--- src/rtl/legv8_decode_stage_pkg.sv ---
// rtl/legv8_decode_stage_pkg.sv - opcode prefixes, ALU op codes and control bundle type
package legv8_decode_stage_pkg;

  typedef enum logic [1:0] {
    ALU_ADD  = 2'b00,
    ALU_PASS = 2'b01,
    ALU_FUNC = 2'b10,
    ALU_MOVE = 2'b11
  } alu_op_t;

  localparam logic [4:0]  LINK_REG = 5'd30;

  localparam logic [5:0]  OP_B     = 6'b000101;
  localparam logic [5:0]  OP_BL    = 6'b100101;
  localparam logic [7:0]  OP_CBZ   = 8'b10110100;
  localparam logic [7:0]  OP_CBNZ  = 8'b10110101;
  localparam logic [10:0] OP_LDUR  = 11'b11111000010;
  localparam logic [10:0] OP_STUR  = 11'b11111000000;
  localparam logic [10:0] OP_ADD   = 11'b10001011000;
  localparam logic [10:0] OP_SUB   = 11'b11001011000;
  localparam logic [10:0] OP_AND   = 11'b10001010000;
  localparam logic [10:0] OP_ORR   = 11'b10101010000;
  localparam logic [10:0] OP_EOR   = 11'b11001010000;
  localparam logic [9:0]  OP_ADDI  = 10'b1001000100;
  localparam logic [9:0]  OP_SUBI  = 10'b1101000100;
  localparam logic [9:0]  OP_ANDI  = 10'b1001001000;
  localparam logic [9:0]  OP_ORRI  = 10'b1011001000;
  localparam logic [8:0]  OP_MOVZ  = 9'b110100101;
  localparam logic [8:0]  OP_MOVK  = 9'b111100101;

  typedef struct packed {
    logic    reg2loc;
    logic    uncond_branch;
    logic    branch;
    logic    branch_nz;
    logic    link;
    logic    mem_read;
    logic    mem_to_reg;
    logic    mem_write;
    logic    alu_src;
    logic    reg_write;
    logic    mov_keep;
    logic    illegal;
    alu_op_t alu_op;
  } ctrl_t;

endpackage

--- src/rtl/legv8_decode_stage_if.sv ---
// rtl/legv8_decode_stage_if.sv - fetch-side and execute-side handshake bundle
interface legv8_decode_stage_if #(parameter int DATA_WIDTH = 64);
  logic                  in_valid;
  logic                  in_ready;
  logic [31:0]           in_instr;
  logic [DATA_WIDTH-1:0] in_pc;
  logic                  out_valid;
  logic                  out_ready;
  logic [DATA_WIDTH-1:0] out_pc;
  logic [4:0]            register1;
  logic [4:0]            register2;
  logic [4:0]            write_register;
  logic [DATA_WIDTH-1:0] immediate;
  logic [1:0]            mov_shift;
  logic                  reg2loc, uncond_branch, branch, branch_nz, link;
  logic                  mem_read, mem_to_reg, mem_write, alu_src, reg_write;
  logic                  mov_keep, illegal;
  logic [1:0]            alu_op;

  modport master (
    output in_valid, in_instr, in_pc, out_ready,
    input  in_ready, out_valid, out_pc, register1, register2, write_register,
           immediate, mov_shift, reg2loc, uncond_branch, branch, branch_nz, link,
           mem_read, mem_to_reg, mem_write, alu_src, reg_write, mov_keep, illegal, alu_op
  );

  modport slave (
    input  in_valid, in_instr, in_pc, out_ready,
    output in_ready, out_valid, out_pc, register1, register2, write_register,
           immediate, mov_shift, reg2loc, uncond_branch, branch, branch_nz, link,
           mem_read, mem_to_reg, mem_write, alu_src, reg_write, mov_keep, illegal, alu_op
  );
endinterface

--- src/rtl/legv8_decode_comb.sv ---
// rtl/legv8_decode_comb.sv - combinational LEGv8 instruction to control/operand bundle
module legv8_decode_comb
  import legv8_decode_stage_pkg::*;
#(
  parameter int DATA_WIDTH = 64
) (
  input  logic [31:0]           instr,
  output ctrl_t                 ctrl,
  output logic [4:0]            register1,
  output logic [4:0]            register2,
  output logic [4:0]            write_register,
  output logic [DATA_WIDTH-1:0] immediate,
  output logic [1:0]            mov_shift
);

  logic [4:0] rd, rn, rm;
  assign rd = instr[4:0];
  assign rn = instr[9:5];
  assign rm = instr[20:16];

  // decode longest prefixes first; everything unlisted for an opcode stays zero
  always_comb begin
    ctrl           = '0;
    ctrl.alu_op    = ALU_ADD;
    register1      = '0;
    register2      = '0;
    write_register = '0;
    immediate      = '0;
    mov_shift      = '0;
    if (instr[31:21] == OP_LDUR) begin
      ctrl.mem_read   = 1'b1;
      ctrl.mem_to_reg = 1'b1;
      ctrl.reg_write  = 1'b1;
      ctrl.alu_src    = 1'b1;
      register1       = rn;
      write_register  = rd;
      immediate       = {{(DATA_WIDTH-9){instr[20]}}, instr[20:12]};
    end else if (instr[31:21] == OP_STUR) begin
      ctrl.mem_write  = 1'b1;
      ctrl.reg2loc    = 1'b1;
      ctrl.alu_src    = 1'b1;
      register1       = rn;
      register2       = rd;
      immediate       = {{(DATA_WIDTH-9){instr[20]}}, instr[20:12]};
    end else if (instr[31:21] inside {OP_ADD, OP_SUB, OP_AND, OP_ORR, OP_EOR}) begin
      ctrl.reg_write  = 1'b1;
      ctrl.alu_op     = ALU_FUNC;
      register1       = rn;
      register2       = rm;
      write_register  = rd;
    end else if (instr[31:22] inside {OP_ADDI, OP_SUBI, OP_ANDI, OP_ORRI}) begin
      ctrl.alu_src    = 1'b1;
      ctrl.reg_write  = 1'b1;
      ctrl.alu_op     = ALU_FUNC;
      register1       = rn;
      write_register  = rd;
      immediate       = {{(DATA_WIDTH-12){1'b0}}, instr[21:10]};
    end else if (instr[31:23] == OP_MOVZ || instr[31:23] == OP_MOVK) begin
      ctrl.reg_write  = 1'b1;
      ctrl.alu_src    = 1'b1;
      ctrl.alu_op     = ALU_MOVE;
      write_register  = rd;
      mov_shift       = instr[22:21];
      immediate       = {{(DATA_WIDTH-16){1'b0}}, instr[20:5]};
      if (instr[31:23] == OP_MOVK) begin
        ctrl.mov_keep = 1'b1;
        register1     = rd;
      end
    end else if (instr[31:24] == OP_CBZ || instr[31:24] == OP_CBNZ) begin
      ctrl.branch     = 1'b1;
      ctrl.branch_nz  = (instr[31:24] == OP_CBNZ);
      ctrl.reg2loc    = 1'b1;
      ctrl.alu_op     = ALU_PASS;
      register2       = rd;
      immediate       = {{(DATA_WIDTH-19){instr[23]}}, instr[23:5]};
    end else if (instr[31:26] == OP_B) begin
      ctrl.uncond_branch = 1'b1;
      immediate          = {{(DATA_WIDTH-26){instr[25]}}, instr[25:0]};
    end else if (instr[31:26] == OP_BL) begin
      ctrl.uncond_branch = 1'b1;
      ctrl.link          = 1'b1;
      ctrl.reg_write     = 1'b1;
      write_register     = LINK_REG;
      immediate          = {{(DATA_WIDTH-26){instr[25]}}, instr[25:0]};
    end else begin
      ctrl.illegal = 1'b1;
    end
  end

endmodule

--- src/rtl/legv8_decode_stage.sv ---
// rtl/legv8_decode_stage.sv - queued, registered LEGv8 decode stage with flush and backpressure
module legv8_decode_stage
  import legv8_decode_stage_pkg::*;
#(
  parameter int DATA_WIDTH = 64,
  parameter int FIFO_DEPTH = 2
) (
  input logic                  clk,
  input logic                  reset,
  input logic                  flush,
  legv8_decode_stage_if.slave  bus
);

  localparam int              PTR_W     = $clog2(FIFO_DEPTH);
  localparam logic [PTR_W:0]  DEPTH_CNT = (PTR_W+1)'(FIFO_DEPTH);

  logic [31:0]           q_instr [FIFO_DEPTH];
  logic [DATA_WIDTH-1:0] q_pc    [FIFO_DEPTH];
  logic [PTR_W-1:0]      wr_ptr, rd_ptr;
  logic [PTR_W:0]        count;
  logic                  push, pop;

  ctrl_t                 dec_ctrl, out_ctrl;
  logic [4:0]            dec_r1, dec_r2, dec_wr, out_r1, out_r2, out_wr;
  logic [DATA_WIDTH-1:0] dec_imm, out_imm, out_pc;
  logic [1:0]            dec_shift, out_shift;
  logic                  out_valid;

  // in_ready depends on queue occupancy only, never on out_ready
  assign bus.in_ready = (count < DEPTH_CNT);
  assign push = bus.in_valid & bus.in_ready;
  assign pop  = (count != '0) & (!out_valid | bus.out_ready);

  legv8_decode_comb #(.DATA_WIDTH(DATA_WIDTH)) u_dec (
    .instr          (q_instr[rd_ptr]),
    .ctrl           (dec_ctrl),
    .register1      (dec_r1),
    .register2      (dec_r2),
    .write_register (dec_wr),
    .immediate      (dec_imm),
    .mov_shift      (dec_shift)
  );

  // queue storage: writes land at the tail; contents beyond count are don't-care
  always_ff @(posedge clk) begin
    if (push && !flush && !reset) begin
      q_instr[wr_ptr] <= bus.in_instr;
      q_pc[wr_ptr]    <= bus.in_pc;
    end
  end

  // queue pointers and occupancy; flush and reset empty the queue and drop any in beat
  always_ff @(posedge clk) begin
    if (reset || flush) begin
      wr_ptr <= '0;
      rd_ptr <= '0;
      count  <= '0;
    end else begin
      if (push) wr_ptr <= wr_ptr + PTR_W'(1);
      if (pop)  rd_ptr <= rd_ptr + PTR_W'(1);
      case ({push, pop})
        2'b10:   count <= count + (PTR_W+1)'(1);
        2'b01:   count <= count - (PTR_W+1)'(1);
        default: count <= count;
      endcase
    end
  end

  // output register: loads the decoded head when empty or being consumed, holds under stall
  always_ff @(posedge clk) begin
    if (reset) begin
      out_valid <= 1'b0;
      out_ctrl  <= '0;
      out_r1    <= '0;
      out_r2    <= '0;
      out_wr    <= '0;
      out_imm   <= '0;
      out_shift <= '0;
      out_pc    <= '0;
    end else if (flush) begin
      out_valid <= 1'b0;
    end else if (pop) begin
      out_valid <= 1'b1;
      out_ctrl  <= dec_ctrl;
      out_r1    <= dec_r1;
      out_r2    <= dec_r2;
      out_wr    <= dec_wr;
      out_imm   <= dec_imm;
      out_shift <= dec_shift;
      out_pc    <= q_pc[rd_ptr];
    end else if (bus.out_ready) begin
      out_valid <= 1'b0;
    end
  end

  assign bus.out_valid      = out_valid;
  assign bus.out_pc         = out_pc;
  assign bus.register1      = out_r1;
  assign bus.register2      = out_r2;
  assign bus.write_register = out_wr;
  assign bus.immediate      = out_imm;
  assign bus.mov_shift      = out_shift;
  assign bus.reg2loc        = out_ctrl.reg2loc;
  assign bus.uncond_branch  = out_ctrl.uncond_branch;
  assign bus.branch         = out_ctrl.branch;
  assign bus.branch_nz      = out_ctrl.branch_nz;
  assign bus.link           = out_ctrl.link;
  assign bus.mem_read       = out_ctrl.mem_read;
  assign bus.mem_to_reg     = out_ctrl.mem_to_reg;
  assign bus.mem_write      = out_ctrl.mem_write;
  assign bus.alu_src        = out_ctrl.alu_src;
  assign bus.reg_write      = out_ctrl.reg_write;
  assign bus.mov_keep       = out_ctrl.mov_keep;
  assign bus.illegal        = out_ctrl.illegal;
  assign bus.alu_op         = out_ctrl.alu_op;

endmodule

--- src/flat_wrapper.sv ---
// flat-port wrapper written by rule: the top's interface ports become plain ports
module legv8_decode_stage_flat import legv8_decode_stage_pkg::*;
#(
  parameter int DATA_WIDTH = 64,
  parameter int FIFO_DEPTH = 2
)
  (clk, reset, flush, bus_in_valid, bus_in_instr, bus_in_pc, bus_out_ready, bus_in_ready, bus_out_valid, bus_out_pc, bus_register1, bus_register2, bus_write_register, bus_immediate, bus_mov_shift, bus_reg2loc, bus_uncond_branch, bus_branch, bus_branch_nz, bus_link, bus_mem_read, bus_mem_to_reg, bus_mem_write, bus_alu_src, bus_reg_write, bus_mov_keep, bus_illegal, bus_alu_op);
  legv8_decode_stage_if #(.DATA_WIDTH(DATA_WIDTH)) bus_i ();
  input logic clk;
  input logic reset;
  input logic flush;
  input wire logic [$bits(bus_i.in_valid)-1:0] bus_in_valid;
  input wire logic [$bits(bus_i.in_instr)-1:0] bus_in_instr;
  input wire logic [$bits(bus_i.in_pc)-1:0] bus_in_pc;
  input wire logic [$bits(bus_i.out_ready)-1:0] bus_out_ready;
  output wire logic [$bits(bus_i.in_ready)-1:0] bus_in_ready;
  output wire logic [$bits(bus_i.out_valid)-1:0] bus_out_valid;
  output wire logic [$bits(bus_i.out_pc)-1:0] bus_out_pc;
  output wire logic [$bits(bus_i.register1)-1:0] bus_register1;
  output wire logic [$bits(bus_i.register2)-1:0] bus_register2;
  output wire logic [$bits(bus_i.write_register)-1:0] bus_write_register;
  output wire logic [$bits(bus_i.immediate)-1:0] bus_immediate;
  output wire logic [$bits(bus_i.mov_shift)-1:0] bus_mov_shift;
  output wire logic [$bits(bus_i.reg2loc)-1:0] bus_reg2loc;
  output wire logic [$bits(bus_i.uncond_branch)-1:0] bus_uncond_branch;
  output wire logic [$bits(bus_i.branch)-1:0] bus_branch;
  output wire logic [$bits(bus_i.branch_nz)-1:0] bus_branch_nz;
  output wire logic [$bits(bus_i.link)-1:0] bus_link;
  output wire logic [$bits(bus_i.mem_read)-1:0] bus_mem_read;
  output wire logic [$bits(bus_i.mem_to_reg)-1:0] bus_mem_to_reg;
  output wire logic [$bits(bus_i.mem_write)-1:0] bus_mem_write;
  output wire logic [$bits(bus_i.alu_src)-1:0] bus_alu_src;
  output wire logic [$bits(bus_i.reg_write)-1:0] bus_reg_write;
  output wire logic [$bits(bus_i.mov_keep)-1:0] bus_mov_keep;
  output wire logic [$bits(bus_i.illegal)-1:0] bus_illegal;
  output wire logic [$bits(bus_i.alu_op)-1:0] bus_alu_op;
  assign bus_i.in_valid = bus_in_valid;
  assign bus_i.in_instr = bus_in_instr;
  assign bus_i.in_pc = bus_in_pc;
  assign bus_i.out_ready = bus_out_ready;
  assign bus_in_ready = bus_i.in_ready;
  assign bus_out_valid = bus_i.out_valid;
  assign bus_out_pc = bus_i.out_pc;
  assign bus_register1 = bus_i.register1;
  assign bus_register2 = bus_i.register2;
  assign bus_write_register = bus_i.write_register;
  assign bus_immediate = bus_i.immediate;
  assign bus_mov_shift = bus_i.mov_shift;
  assign bus_reg2loc = bus_i.reg2loc;
  assign bus_uncond_branch = bus_i.uncond_branch;
  assign bus_branch = bus_i.branch;
  assign bus_branch_nz = bus_i.branch_nz;
  assign bus_link = bus_i.link;
  assign bus_mem_read = bus_i.mem_read;
  assign bus_mem_to_reg = bus_i.mem_to_reg;
  assign bus_mem_write = bus_i.mem_write;
  assign bus_alu_src = bus_i.alu_src;
  assign bus_reg_write = bus_i.reg_write;
  assign bus_mov_keep = bus_i.mov_keep;
  assign bus_illegal = bus_i.illegal;
  assign bus_alu_op = bus_i.alu_op;
  legv8_decode_stage #(.DATA_WIDTH(DATA_WIDTH), .FIFO_DEPTH(FIFO_DEPTH)) u_core (.clk(clk), .reset(reset), .flush(flush), .bus(bus_i));
endmodule
--- config.mk ---
export PLATFORM = sky130hd
export DESIGN_NAME = legv8_decode_stage_flat
export DESIGN_NICKNAME = d
export VERILOG_FILES = /design/src/rtl/legv8_decode_stage_pkg.sv /design/src/rtl/legv8_decode_stage_if.sv /design/src/rtl/legv8_decode_comb.sv /design/src/rtl/legv8_decode_stage.sv /design/src/flat_wrapper.sv
export SDC_FILE = /design/constraint.sdc
export NUM_CORES = 1
export LEC_CHECK = 0
export ABC_AREA = 1
export BUFFER_PORTS_ARGS = -buffer_cell sky130_fd_sc_hd__buf_2
export CAP_MARGIN = 20
export CORE_UTILIZATION = 59
export DETAILED_ROUTE_END_ITERATION = 8
export GPL_TIMING_DRIVEN = 0
export PLACE_DENSITY = 0.85
export SYNTH_ARGS = -nofsm -noshare
export SYNTH_HDL_FRONTEND = slang
export SYNTH_SLANG_ARGS = --single-unit
export TNS_END_PERCENT = 100
--- constraint.sdc ---
create_clock -name clk -period 25.5 [get_ports clk]
set_clock_uncertainty 0.1 [all_clocks]
set_input_delay 3.825 -clock clk [delete_from_list [all_inputs] [get_ports clk]]
set_output_delay 3.825 -clock clk [all_outputs]
set_load 0.05 [all_outputs]
## Word level (Yosys, flattened, before mapping)

Memories as Yosys holds them, arrays and structs flattened. A register that Yosys moved wholly into a read port is not among the register bits.
Index checks and enable logic that the tools add are counted.

- $add $sub $neg: 4
- $mul: 0
- Div/mod/pow operators: 0
- $lt $le $gt $ge: 1
- Equality and inequality tests: 19
- Shift operators: 0
- Muxes and demuxes: 77
- Bitwise operators: 4
- Reductions and logical operators: 15

Operators by type and width:

| cell | number |
|---|---|
| two-way mux 64 bit | 8 |
| two-way mux 5 bit | 25 |
| equality test 11 bit (second input constant) | 7 |
| equality test 10 bit (second input constant) | 4 |
| two-way mux 2 bit | 14 |
| two-way mux 1 bit | 27 |
| equality test 9 bit (second input constant) | 2 |
| equality test 8 bit (second input constant) | 2 |
| two-way mux 4 bit | 2 |
| equality test 6 x 3 -> 1 bit (second input constant) | 1 |
| equality test 6 bit (second input constant) | 1 |
| nonzero test 2 bit | 3 |
| nonzero test 5 bit | 1 |
| one-hot mux 2 bit (2 select lines) | 1 |
| nonzero test 4 bit | 1 |
| zero test 1 bit | 3 |
| logical OR 1 bit | 3 |
| adder 1 bit (second input constant) | 2 |
| adder 2 x 1 -> 2 bit (second input constant) | 1 |
| AND 1 bit | 2 |
| equality test 2 x 1 -> 1 bit (second input constant) | 1 |
| equality test 2 bit (second input constant) | 1 |
| logical AND 1 bit | 2 |
| less-than comparator 2 bit (second input constant) | 1 |
| other kinds (5) | 5 |

- Register bits after elaboration: 100
- Latch bits: 0
- Memory bits (writable): 192
- Bits in read-only memories: 0
- Bits of input ports: 101
- Output and inout bits: 161
- Logic and storage cells: 144
- Memories kept: 2

Memories:

| name | words | bits a word | rd ports | clocked after memory_dff | wr ports | RTL line | RTL |
|---|---|---|---|---|---|---|---|
| u_core.q_pc | 2 | 64 | 1 | 1 | 1 | legv8_decode_stage.sv:18 | `logic [DATA_WIDTH-1:0] q_pc [FIFO_DEPTH];` |
| u_core.q_instr | 2 | 32 | 1 | 1 | 1 | legv8_decode_stage.sv:17 | `logic [31:0] q_instr [FIFO_DEPTH];` |

## Logic depth before layout (Yosys ltp)

- Word-level depth: 9
- Mapped depth: 15
- Gate-level depth less buffers: 14

## Modules after synthesis

A second synthesis with hierarchy kept.

- Cells, all modules: 1754
- Area total of the unflattened synthesis: 15117.0 sq um

By module, submodules not included:

| module | times used | cells each | area an instance (sq um) | sequential area each (sq um) |
|---|---|---|---|---|
| legv8_decode_stage | 1 | 1480 | 13721.9 | 9068.7 |
| legv8_decode_comb | 1 | 274 | 1395.1 | 0.0 |

## Worst setup path after synthesis

OpenSTA, ideal clock, no wires.

- Path kind: input to register
- Start point: in flush
- End point: mem u_core.q_instr[1][0] (enable)
- Setup time: 668 ps
- Arrival time: 10550 ps
- Required time: 24732 ps
- Slack: 14181 ps
- Stages: 3
- Cells stage by stage: nor2_1 > inv_1 > nor3_1

- Longest elaborated chain between the ends: 5

RTL lines:

| what | RTL line | RTL |
|---|---|---|
| start, declared | flat_wrapper.sv:11 | `input logic flush;` |
| zero test 1 bit | legv8_decode_stage.sv:46 | `if (push && !flush && !reset) begin` |
| logical AND 1 bit (2 in series) | legv8_decode_stage.sv:46 |  |
| two-way mux 1 bit | legv8_decode_stage.sv:46 |  |
| two-way mux 1 bit (implied by the code) | legv8_decode_stage.sv:47 | `q_instr[wr_ptr] <= bus.in_instr;` |
| end, declared | legv8_decode_stage.sv:17 |  |

Every way passes these cells.

==> run metrics <==
Max Cap Violations=0; Die W=149 um; worst setup path end=bus_immediate[38]; Post-synth EDFFs=192; CTS tree=yes; Tmin final=5590 ps; Top delay family on crit path=buffers and inverters; outcome=completed; YS warnings=0; asr flop ratio synth=0%; clock latency on the worst-skew pair=560 ps; largest net degree at the start of global routing=41; top cells by area, synth=edfxtp_1 (45%), dfxtp_1 (20%), nand2_1 (9.1%); post-route ant nets=0; Inserted Clock Buffers=30; setup violators final=0; global-route wire length before repair=49100 um; Min-Delay Path Class=reg2reg; Hold Buf Count CTS=0; Slew Limit Fails=0; pre-CTS setup slack=19380 ps; Initial DRC Count=659; endpoint of the worst register-to-register path=u_core.bus.out_pc[37]$_SDFFE_PP0P_; worst vdd ir=0.0901 mV; synthesized net count=1287; Final Hold Vio Count=0; CP Buf/Inv Count=3; Remaining Overflow, GRT=0; Reg with most FFs=u_core.q_pc; Synth top area share=45.5%; Clk pin slew, worst setup/hold paths=60 ps; dominant cell type by area after synthesis=edfxtp_1; most frequent cells in the layout=nand2_1 (306), buf_2 (273), edfxtp_1 (192); Worst setup EP type=output pin; antenna violations before repair=4; Yosys reg bits=318; setup TNS=0 ps; RSZ-0062 raised after global routing=false; final wirelength=31900 um; Via-to-Cell Ratio=5.49; top sig layer=met4; vias in the first global route=9565; via count=9842; area delta synth->final=23.5%; required time of the critical path=21570 ps; WL met2=16200 um; DPL Wire Length=22600 um; core area=21000 um^2; r2r startpoint=u_core.count[0]$_SDFFE_PP0P_; I/O pin count=262; M1 wire length=11400 um; actual slew at the worst max-slew pin=738 ps; sequential share of the synthesized area=65.3%; slowest stage cell, crit path=dfxtp_1; root buffer cell=clkbuf_16; synthesized area=12700 um^2; DR pass1 iterations=8; Post-CTS Setup Inserts=0; Top Registers=u_core.q_pc x128, u_core.bus.out_pc x64, u_core.q_instr x64; Placer Congestion=0.930; Max stage delay on crit path=510 ps; Initial Utilization=60.3%; static leakage=6.70 nW; met3 wire length=2890 um; crit path max fanout=35; P per Cell Area=79.0 nW/um^2; r2r setup slk=23030 ps; DRC=0; max FFs per register=128; final worst slack=19910 ps; commonest non-fill, non-tap cell in the layout=nand2_1; gr usage total=28.8%; clk sinks=318; Slew Limit Headroom=50.3%; Die Area=22100 um^2; cell-by-cell trace of the critical path=buf_16, buf_4, buf_2; crit path launch=u_core.bus.immediate[62]$_SDFFE_PP0P_; synth unique cells=43; Nets=1593; Max Clock Freq=179 MHz; Setup crit start kind=flip-flop; Crit path arrival time=1670 ps; CTS resizes=0; CTS Buffer Depth=3; layout cell share with drive strength beyond 1=30.8%; Crit path depth=3; Primary FF master, synth=edfxtp_1; period utilisation layout=21.9%; row cnt=53; Synth Instances=1185; Syn Area/Cell=10.7 um^2; r2r worst-path depth=7; IO Port Bufs=261; routed len/inst=17.8 um; H-tree levels=1; Die Height=149 um; Crit Path Class=reg2out
-- per-stage QoR --
step | cell area, um^2 | hold slack (ps) | power (mW) | instances | utilization (%)
4_1_cts | 15600 | 357 | 1.24 | 1788 | 74.3
2_1_floorplan | 12700 | 322 | 0.709 | 1185 | -
3_3_place_gp | 14300 | 335 | 0.754 | 1721 | 68.2
5_1_grt | 15700 | 392 | 1.27 | 1792 | 74.5
6_report | 15700 | 355 | 1.24 | 1794 | 74.5
3_5_place_dp | 14500 | 348 | 0.758 | 1733 | 69.0
-- where the power goes --
group	internal (mW)	switching (mW)	leakage [nW]
logic	0.0448	0.130	3.40
clock network	0.298	0.189	0.537
registers	0.565	0.0106	2.77
-- routing by layer --
layer | vias up | GRT usage [%]
met2 | 504 | 51.7
li1 | 4667 | -
met5 | - | 0
met4 | 0 | 13.0
met1 | 4575 | 32.4
met3 | 96 | 6.69
-- layout make-up --
| cell class | instances | area [um^2] |
|---|---|---|
| buffer | 102 | 606 |
| fill | 1408 | 5360 |
| tap | 275 | 344 |
| clock buffer | 39 | 857 |
| clock inverter | 16 | 251 |
| antenna | 5 | 12.5 |
| inverter | 70 | 263 |
| multi-input combinational | 695 | 3540 |
| sequential | 318 | 8290 |
| timing repair buffer | 274 | 1500 |
-- worst min-delay path by stage --
stage,from,endpoint,slack [ps],depth (start not counted)
2_1_floorplan,u_core.count[1]$_SDFFE_PP0P_,u_core.count[1]$_SDFFE_PP0P_,320,1
3_3_place_gp,u_core.count[1]$_SDFFE_PP0P_,u_core.count[1]$_SDFFE_PP0P_,340,1
3_5_place_dp,u_core.count[1]$_SDFFE_PP0P_,u_core.count[1]$_SDFFE_PP0P_,350,1
4_1_cts,u_core.count[1]$_SDFFE_PP0P_,u_core.count[1]$_SDFFE_PP0P_,360,1
5_1_grt,u_core.bus.write_register[1]$_SDFFE_PP0P_,u_core.bus.write_register[1]$_SDFFE_PP0P_,390,2
6_report,u_core.count[1]$_SDFFE_PP0P_,u_core.count[1]$_SDFFE_PP0P_,360,1
-- logic make-up (layout without fill, tap and decap cells) --
family	count (synthesis)	count (layout)	share of synthesized area, %
xor+xnor	2	2	0.138
simple gates	415	415	14.8
compound gates	277	277	12.8
flops	318	318	65.3
other cells	0	5	0
buf+inv	172	501	6.85
fa+ha+maj	1	1	0.0986
-- cells in the mapped netlist, types with 3 or more instances --
cell	number
o21bai_1	3
nor2_4	6
buf_4	41
buf_2	12
o21ai_1	11
dfxtp_1	126
nor3_1	3
o21ai_2	3
edfxtp_1	192
buf_6	5
nand3_1	21
nand2_2	24
nand2_1	306
a21oi_1	46
o211ai_2	6
o211ai_1	12
a31oi_1	65
nand2_4	8
inv_1	57
a22oi_1	3
clkbuf_1	41
inv_2	13
a21oi_2	8
nor2_1	29
nand3_2	8
o21ai_0	115
No activity file was read; power rests on OpenSTA's default activity.
